File: config.mk
export PLATFORM = sky130hd
export DESIGN_NAME = instr_fetch
export DESIGN_NICKNAME = d
export VERILOG_FILES = /design/src/rtl/cpu_pkg.sv /design/src/rtl/mem_port_mux.sv /design/src/rtl/instr_fetch.sv
export SDC_FILE = /design/constraint.sdc
export NUM_CORES = 1
export LEC_CHECK = 0
export CAP_MARGIN = 20
export CORE_ASPECT_RATIO = 0.6
export CORE_MARGIN = 1
export CORE_UTILIZATION = 40
export DETAILED_ROUTE_END_ITERATION = 6
export GPL_TIMING_DRIVEN = 0
export HOLD_SLACK_MARGIN = 0.05
export MAX_ROUTING_LAYER = met4
export PLACE_DENSITY = 0.82
export SLEW_MARGIN = 20
export SYNTH_ARGS = -nofsm -noshare
export SYNTH_HDL_FRONTEND = slang
export SYNTH_SLANG_ARGS = --single-unit
File: constraint.sdc
create_clock -name clk -period 2.4 [get_ports clk]
set_input_delay 0.48 -clock clk [delete_from_list [all_inputs] [get_ports clk]]
set_output_delay 0.48 -clock clk [all_outputs]
set_load 0.01 [all_outputs]
File: src/rtl/cpu_pkg.sv
// Shared CPU definitions: default bus widths, the opcodes the fetch stage
// has to recognise, and the fetch state encoding.
package cpu_pkg;

  localparam int unsigned AW_DEF = 16;
  localparam int unsigned DW_DEF = 16;

  localparam logic [3:0] OP_MOVI = 4'b1100;
  localparam logic [3:0] OP_HALT = 4'b1111;
  localparam logic [3:0] OP_JMP  = 4'b0110;

  typedef enum logic [1:0] {
    S_OP,
    S_IMM,
    S_HOLD,
    S_HALT
  } fetch_state_e;

endpackage

File: src/rtl/mem_port_mux.sv
// Memory bus arbiter between the fetch engine and the execute data port.
// A data request always wins the bus for the cycle it is raised, and is
// acknowledged in that same cycle because the memory reads combinationally.
// Ports:
//   bus_en      in  1   bus may be driven (low while in reset)
//   fetch_req   in  1   fetch engine wants a read
//   fetch_addr  in  AW  fetch read address
//   dreq/dwe    in  1   data request / 1=store
//   daddr       in  AW  data address
//   dwdata      in  DW  store data
//   mem_dout    in  DW  memory read data
//   mem_addr/mem_din/mem_rw/mem_en  out  memory bus
//   drdata      out DW  load data (0 unless dack)
//   dack        out 1   data access performed this cycle
module mem_port_mux #(
  parameter int unsigned AW = 16,
  parameter int unsigned DW = 16
) (
  input  logic          bus_en,
  input  logic          fetch_req,
  input  logic [AW-1:0] fetch_addr,
  input  logic          dreq,
  input  logic          dwe,
  input  logic [AW-1:0] daddr,
  input  logic [DW-1:0] dwdata,
  input  logic [DW-1:0] mem_dout,
  output logic [AW-1:0] mem_addr,
  output logic [DW-1:0] mem_din,
  output logic          mem_rw,
  output logic          mem_en,
  output logic [DW-1:0] drdata,
  output logic          dack
);

  logic data_sel;

  always_comb begin
    data_sel = bus_en & dreq;
    dack     = data_sel;
    mem_addr = data_sel ? daddr : fetch_addr;
    mem_din  = data_sel ? dwdata : '0;
    mem_rw   = data_sel & dwe;
    mem_en   = data_sel | (bus_en & fetch_req);
    drdata   = data_sel ? mem_dout : '0;
  end

endmodule

File: src/rtl/instr_fetch.sv
// Instruction fetch stage. Reads 2-word instruction slots at even addresses,
// pulls the immediate word for MOVI, and hands instr/imm/pc to decode with a
// valid/ready handshake. Execute's single-cycle data port shares the bus.
// Optional feature macro: ALIGN_CHECK_EN -- an odd redirect target halts the
// stage and raises a sticky align_fault instead of being rounded down.
// Ports:
//   clk, rst (async, active-low)
//   mem_addr/mem_din/mem_rw/mem_en out, mem_dout in   memory bus
//   ir/imm/pc/ir_valid out, ir_ready in               decode handshake
//   redir_valid/redir_pc in                           jump/skip redirect
//   dreq/dwe/daddr/dwdata in, drdata/dack out         execute data port
//   halted, align_fault out                           status
module instr_fetch
  import cpu_pkg::*;
#(
  parameter int unsigned   AW       = AW_DEF,
  parameter int unsigned   DW       = DW_DEF,
  parameter logic [AW-1:0] RESET_PC = '0
) (
  input  logic          clk,
  input  logic          rst,
  output logic [AW-1:0] mem_addr,
  output logic [DW-1:0] mem_din,
  output logic          mem_rw,
  output logic          mem_en,
  input  logic [DW-1:0] mem_dout,
  output logic [DW-1:0] ir,
  output logic [DW-1:0] imm,
  output logic [AW-1:0] pc,
  output logic          ir_valid,
  input  logic          ir_ready,
  input  logic          redir_valid,
  input  logic [AW-1:0] redir_pc,
  input  logic          dreq,
  input  logic          dwe,
  input  logic [AW-1:0] daddr,
  input  logic [DW-1:0] dwdata,
  output logic [DW-1:0] drdata,
  output logic          dack,
  output logic          halted,
  output logic          align_fault
);

  fetch_state_e  state;
  logic [AW-1:0] fpc;
  logic          fetch_req;
  logic [AW-1:0] fetch_addr;
  logic [3:0]    rd_opcode;

  assign ir_valid   = (state == S_HOLD);
  assign fetch_req  = (state == S_OP) || (state == S_IMM);
  // The immediate sits in the odd word of the slot; wraps modulo 2^AW.
  assign fetch_addr = (state == S_IMM) ? fpc + AW'(1) : fpc;
  assign rd_opcode  = mem_dout[DW-1 -: 4];

`ifdef ALIGN_CHECK_EN
  logic align_fault_q;
  assign align_fault = align_fault_q;
`else
  logic unused_redir_bit0;
  assign align_fault       = 1'b0;
  assign unused_redir_bit0 = redir_pc[0];
`endif

  always_ff @(posedge clk or negedge rst) begin
    if (!rst) begin
      state  <= S_OP;
      fpc    <= RESET_PC;
      pc     <= RESET_PC;
      ir     <= '0;
      imm    <= '0;
      halted <= 1'b0;
`ifdef ALIGN_CHECK_EN
      align_fault_q <= 1'b0;
`endif
    end else if (state != S_HALT) begin
      // Redirect beats both the FSM step and a data-port freeze.
      if (redir_valid) begin
`ifdef ALIGN_CHECK_EN
        if (redir_pc[0]) begin
          align_fault_q <= 1'b1;
          halted        <= 1'b1;
          state         <= S_HALT;
        end else begin
          fpc   <= {redir_pc[AW-1:1], 1'b0};
          state <= S_OP;
        end
`else
        fpc   <= {redir_pc[AW-1:1], 1'b0};
        state <= S_OP;
`endif
      end else if (!dreq) begin
        unique case (state)
          S_OP: begin
            ir    <= mem_dout;
            pc    <= fpc;
            imm   <= '0;
            state <= (rd_opcode == OP_MOVI) ? S_IMM : S_HOLD;
          end
          S_IMM: begin
            imm   <= mem_dout;
            state <= S_HOLD;
          end
          S_HOLD: begin
            if (ir_ready) begin
              if (ir[DW-1 -: 4] == OP_HALT) begin
                halted <= 1'b1;
                state  <= S_HALT;
              end else begin
                fpc   <= fpc + AW'(2);
                state <= S_OP;
              end
            end
          end
          default: ;
        endcase
      end
    end
  end

  mem_port_mux #(
    .AW (AW),
    .DW (DW)
  ) u_mux (
    .bus_en     (rst),
    .fetch_req  (fetch_req),
    .fetch_addr (fetch_addr),
    .dreq       (dreq),
    .dwe        (dwe),
    .daddr      (daddr),
    .dwdata     (dwdata),
    .mem_dout   (mem_dout),
    .mem_addr   (mem_addr),
    .mem_din    (mem_din),
    .mem_rw     (mem_rw),
    .mem_en     (mem_en),
    .drdata     (drdata),
    .dack       (dack)
  );

endmodule

==> flow_metrics.py, run 1 <==
metrics = {
    "drt": {
        "totalWireLength_mm": 11.5,
        "remaining_drc_errors": 0,
        "drt.antenna.violating_nets": 0,
        "wl_per_cell_um": 18.9,
        "vias_per_cell": 5.47,
        "dr.pass1.iters": 4,
        "drt_iter0_drc": 188,
        "vias": 3336,
    },
    "sta": {
        "worst_pin_slew_ns": 0.640,
        "clock_skew_ns": 0.00615,
        "timing.final.ws_setup_ns": 0.0488,
        "min_period_ns": 2.35,
        "timing.fmax_mhz": 425,
        "whs_ns": 0.111,
        "finalSetupViolations": 0,
        "slew_violations": 0,
        "slew_headroom_pct": 57.0,
        "period_share_pct": 98.0,
        "rsz0062_at_grt": "false",
        "hold_violations": 0,
    },
    "die": {
        "dieWidth_um": 120,
        "dieHeight_um": 72.9,
        "core_mm2": 0.00798,
        "io_pins": 172,
        "start_util_pct": 42.0,
        "dieArea_mm2": 0.00875,
        "row_count": 25,
    },
    "yosys": {
        "synthFlopType": "dfrtp_1",
        "yosys.area_share.xor_xnor_pct": 0,
        "synth_edf_count": 0,
        "synthAdderAreaFrac_pct": 2.24,
        "yosys_register_bits": 65,
        "synth-simple-area-share_pct": 15.8,
        "ys_seq_area_share_pct": 48.6,
        "synth.area.top_cells": "dfrtp_1, mux2_2, and3_1",
        "yosysTopAreaCell": "dfrtp_1",
        "netlist_area_mm2": 0.00335,
        "synth.mux.area_fraction_pct": 15.3,
        "synth_warnings": 0,
        "synth_top_family_by_area": "simple AND/OR/NAND/NOR gates",
        "syn_inst": 310,
        "synth_top_area_share_pct": 48.6,
        "synth-compound-area-share_pct": 13.8,
        "async_reset_ff_share_pct": 100,
        "ys_types": 39,
        "avgSynthCellArea_um2": 10.8,
    },
    "clock_tree": {
        "cts_buffers": 9,
        "clk_latency_ns": 0.34,
        "cts_max_level": 3,
        "cts_tree": "built",
        "cts_buffer_depth": 2,
        "cts.sinks": 65,
        "clkTransAtPathRegs_ns": 0.05,
        "cts_root_buffer": "clkbuf_16",
    },
    "cells_and_area": {
        "area.sequential_mm2": 0.00163,
        "area_growth_pct": 67.9,
        "utilization_pct": 70.4,
        "fin_nets": 573,
        "layout-drive-gt1-share_pct": 16.5,
        "n_fill_cell": 611,
        "multi_input_area_mm2": 0.00159,
        "antenna_cells": 0,
    },
    "critical_path": {
        "arrival_ns": 1.87,
        "r2r_start": "state[0]",
        "cpLargestDelayFamily": "buffers and inverters",
        "slowest_stage": "clkdlybuf4s50_1",
        "path_max_fanout": 10,
        "critPathLaunchType": "primary input",
        "startpoint": "dreq",
        "path_buf_inv": 4,
        "crit_chain": "dlygate4sd2_1 > clkbuf_8 > buf_2 > and3_1 > clkdlybuf4s50_1",
        "crit_path_end_kind": "output pin",
        "critical_path_class": "in2out",
        "cpPeakStageDelay_ns": 0.55,
        "worst_ep_required_time_ns": 1.92,
    },
    "pwr": {
        "power_density_mw_per_mm2": 737,
        "irDropWorstVdd_v": 0.000511,
        "power.leakage_uw": 0.00247,
    },
    "placed_design": {
        "hpwlAfterDp_mm": 8.11,
        "gp_congestion": 0.853,
        "dp_slack_ns": -1.02,
        "portBuffers": 168,
    },
    "run": {
        "maxCapViolCount": 0,
    },
    "worst_hold_path": {
        "hp-class": "in2async",
    },
    "global_routing": {
        "grt_first_pass_wirelength_mm": 18.0,
        "grt_max_degree": 30,
        "grt_antenna_before_repair": 0,
        "grt_usage_pct": 28.5,
        "first_global_vias": 3371,
        "grt.overflow.total": 0,
    },
    "run_status": {
        "outcome": "completed",
    },
}
## cells in the final DEF, fill, tap and decap left out, types with 3 or more instances in the layout
master           instances
clkdlybuf4s50_1        150
dfrtp_1                 65
mux2_2                  42
and3_1                  33
a22o_1                  18
nand2_1                 17
dlygate4sd2_1           17
o21ai_0                 14
a21oi_1                 13
clkbuf_1                10
inv_1                    9
nor2_1                   9
clkbuf_16                9
nand3_1                  7
buf_2                    6
o22ai_1                  6
ha_1                     6
nor3_1                   5
clkbuf_8                 4
or3_1                    4
mux2i_1                  4
buf_4                    4
clkbuf_4                 3
and4_1                   3
nand2b_1                 3
o32ai_1                  3
## Yosys cell counts (2+ instances only)
cell type and number:
a22o_1 18, inv_1 9, or3_1 4, dfrtp_1 65, nor3_1 5, o31a_1 2
and3_1 33, o22ai_1 6, nand2_1 18, buf_4 2, a221oi_1 2, a21oi_1 13
a22oi_1 2, ha_1 6, o21ai_0 14, buf_2 5, nand3_1 7, and4_1 3
nand4_2 2, mux2i_1 4, o32ai_1 3, mux2_2 42, nand2b_1 3, o31ai_1 2
clkbuf_1 17, nor4_1 2, nor2_1 9
## kinds of logic after synthesis
kind of cell / after synthesis
other: 1
multiplexers: 46
AND/OR/NAND/NOR: 93
flip-flops: 65
AO/OA/AOI/OAI: 66
adder cells (fa/ha/maj): 6
buffers and inverters: 33
## layer usage
layer,GRT usage (%),routed length (um),share of wire [%],vias up
li1,-,-,-,1526
met1,37.0,5210,45,1644
met2,43.0,5100,44,153
met3,9.30,1040,9.0,13
met4,7.36,157,1.4,0
met5,-,0,0,-
## area by class of cell
cell class	instances	area share (%)
buffer	24	2.47
clock buffer	11	4.32
clock inverter	5	0.980
inverter	9	0.601
multi-input combinational	213	28.4
sequential	65	28.9
tap	108	2.40
timing repair buffer	175	31.9
## sequential cells by signal, indices dropped and copies added (netlist names)
name and count:
fpc 15, halted 1, imm 16, ir 16
pc 15, state 2
## stage by stage
step | std cells | TNS (ns) | area (um2) | total power, uW
after detailed placement | 588 | -40.65 | 5190 | 2840
final | 610 | 0 | 5620 | 4140
after global placement | 587 | -239.59 | 5170 | 2790
after global routing | 610 | 0 | 5620 | 4350
after CTS | 610 | 0 | 5620 | 4160
after floorplan | 311 | 0 | 3350 | 2050
## power breakdown
| part | total [uW] | internal (uW) | switching (uW) |
|---|---|---|---|
| Combinational | 1320 | 778 | 544 |
| Sequential | 1510 | 1320 | 186 |
| Clock | 1310 | 828 | 481 |
## path summary, 6_finish.rpt
path                               to  slack (ns)  cells past startpoint
setup / recovery           mem_din[8]        0.05                      5
hold / removal                  ir[6]        0.11                      2
setup reg to reg               imm[8]        0.16                      6
hold reg to reg                halted        0.47                      1
max in group asynchronous      pc[13]        1.35                      2
min in group clk               halted        0.47                      1
## timing repair
| action | CTS | global route |
|---|---|---|
| hold endpoints to repair | 11 | 0 |
| gates cloned | 3 | 0 |
| endpoints found under the setup margin | 51 | 8 |
| hold buffers | 1 | 0 |
| resized for setup | 34 | 5 |
| setup buffers | 2 | 0 |
(Power assumes the default switching activity.)
==> run 2, diff against run 1 <==
--- a/config.mk
+++ b/config.mk
@@ -6,7 +6,6 @@
 export NUM_CORES = 1
 export LEC_CHECK = 0
 export CAP_MARGIN = 20
-export CORE_ASPECT_RATIO = 0.6
 export CORE_MARGIN = 1
 export CORE_UTILIZATION = 40
 export DETAILED_ROUTE_END_ITERATION = 6
@@ -14,6 +13,7 @@
 export HOLD_SLACK_MARGIN = 0.05
 export MAX_ROUTING_LAYER = met4
 export PLACE_DENSITY = 0.82
+export SETUP_SLACK_MARGIN = 0.05
 export SLEW_MARGIN = 20
 export SYNTH_ARGS = -nofsm -noshare
 export SYNTH_HDL_FRONTEND = slang
==> run 2 against run 1 <==
  * Global-route usage decreased by 2.8 points
  * Clock-buffer cell count grew 3
  * Fmax up 1.4%
  * Critical path type unchanged
  * Sequential cell count unchanged
  * Highest routed layer unchanged
  * Via count is 2.3% lower
  * Worst setup slack gained 0.033 ns
  * Routed wire length decreased by 9.2%
  * Utilization decreased by 1.2 points
  * Critical endpoint is now mem_addr[14]
==> flow_metrics.py, run 2 (synthesis results as in run 1) <==
metrics = {
    "drt": {
        "vias_per_cell": 5.40,
        "dr.pass1.iters": 4,
        "drt_iter0_drc": 172,
        "wl_per_cell_um": 17.3,
        "totalWireLength_mm": 10.4,
        "vias": 3259,
        "drt.antenna.violating_nets": 0,
        "remaining_drc_errors": 0,
    },
    "die": {
        "start_util_pct": 42.2,
        "dieWidth_um": 93.5,
        "row_count": 32,
        "dieArea_mm2": 0.00874,
        "io_pins": 172,
        "core_mm2": 0.00793,
        "dieHeight_um": 93.5,
    },
    "clock_tree": {
        "cts.sinks": 65,
        "cts_max_level": 3,
        "cts_buffer_depth": 2,
        "clk_latency_ns": 0.35,
        "cts_root_buffer": "clkbuf_8",
        "cts_tree": "built",
        "clkTransAtPathRegs_ns": 0.06,
        "cts_buffers": 9,
    },
    "sta": {
        "whs_ns": 0.0761,
        "finalSetupViolations": 0,
        "slew_headroom_pct": 59.5,
        "min_period_ns": 2.32,
        "hold_violations": 0,
        "worst_pin_slew_ns": 0.603,
        "period_share_pct": 96.6,
        "timing.fmax_mhz": 431,
        "timing.final.ws_setup_ns": 0.0821,
        "clock_skew_ns": 0.00446,
        "slew_violations": 0,
        "rsz0062_at_grt": "true",
    },
    "placed_design": {
        "dp_slack_ns": -0.935,
        "hpwlAfterDp_mm": 7.63,
        "gp_congestion": 0.864,
        "dp.cells": 582,
        "portBuffers": 168,
    },
    "critical_path": {
        "critPathLaunchType": "primary input",
        "r2r-end": "imm[9]",
        "crit_path_end_kind": "output pin",
        "arrival_ns": 1.84,
        "worst_ep_required_time_ns": 1.92,
        "rrSetupSlack_ns": 0.16,
        "critical_path_class": "in2out",
        "r2r_cells": 7,
        "r2r_start": "state[0]",
        "path_max_fanout": 7,
    },
    "cells_and_area": {
        "layout-drive-gt1-share_pct": 16.8,
        "biggestRegsByFlops": "imm: 16 flops, ir: 16 flops",
        "final_common_cell": "clkdlybuf4s50_1",
        "area_growth_pct": 64.0,
        "n_fill_cell": 612,
        "stdcell_count": 603,
        "utilization_pct": 69.2,
        "antenna_cells": 0,
        "final_cell_mix": "clkdlybuf4s50_1, dfrtp_1, mux2_2, and3_1",
        "fin_nets": 574,
    },
    "global_routing": {
        "grt.overflow.total": 0,
        "grt_antenna_before_repair": 0,
        "grt_first_pass_wirelength_mm": 16.7,
        "first_global_vias": 3305,
        "grt_max_degree": 30,
        "grt_usage_pct": 25.7,
    },
    "pwr": {
        "irDropWorstVdd_v": 0.000439,
        "power.leakage_uw": 0.00244,
        "power_density_mw_per_mm2": 659,
    },
    "run": {
        "maxCapViolCount": 0,
    },
    "worst_hold_path": {
        "hp-class": "in2async",
    },
    "run_status": {
        "outcome": "completed",
    },
}
-- run 2: cell types whose count changed in the layout (fill, tap and decap cells not counted), sizes merged, moves of 2 or more --
| cell | delta |
|---|---|
| clkinv | -2 |
| clkinvlp | -2 |
| clkdlybuf4s50 | -3 |
| buf | +4 |
| clkbuf | +2 |
| dlymetal6s2s | +2 |
-- run 2: power by group --
group / total (uW) / internal, uW / switching (uW)
Combinational: 1310 / 781 / 528
Clock: 810 / 421 / 388
Sequential: 1500 / 1320 / 176
-- run 2: area by class of cell --
class / instances / area [um2] / share of cell area [%]
Buffer: 24 / 143 / 2.60
Clock buffer: 14 / 163 / 2.96
Inverter: 9 / 33.8 / 0.616
Multi-Input combinational cell: 213 / 1600 / 29.1
Sequential cell: 65 / 1630 / 29.6
Tap cell: 102 / 128 / 2.33
Timing Repair Buffer: 176 / 1800 / 32.8
-- run 2: what timing repair did --
item	CTS	global route
pin swaps	0	0
cloned	2	0
hold endpoints to repair	29	0
setup endpoints to repair	51	31
buffers inserted	2	2
hold buffers	1	0
gates resized for setup	39	10
-- run 2: critical path: stages --
cell and delay (ns):
dlygate4sd2_1 0.27, clkbuf_8 0.17, nand2_2 0.12, clkbuf_8 0.18
mux2_2 0.33, dlygate4sd2_1 0.28
-- run 2: metrics by stage --
step	instance area [um2]	total power [uW]	setup TNS, ns
after floorplan	3350	2050	0
after detailed placement	5180	2820	-35.07
final	5490	3620	0
after global placement	5160	2780	-235.29
after CTS	5460	3640	0
after global routing	5490	3810	0
-- run 2: worst max path at each step --
stage	start	to	depth (start not counted)
detailed placement	dreq	mem_addr[10]	6
global placement	rst	mem_addr[14]	5
floorplan	dreq	mem_addr[0]	4
finish	dreq	mem_addr[14]	6
CTS	state[1]	mem_en	4
global route	state[1]	mem_en	4
-- run 2: metal layers --
metal  up-vias  GRT usage [%]  share of wire (%)
met5         -              -                  0
met4         0           8.59                1.6
met3        14           6.83                7.3
met2       140           42.5                 49
met1      1587           30.5                 42
li1       1518              -                  -
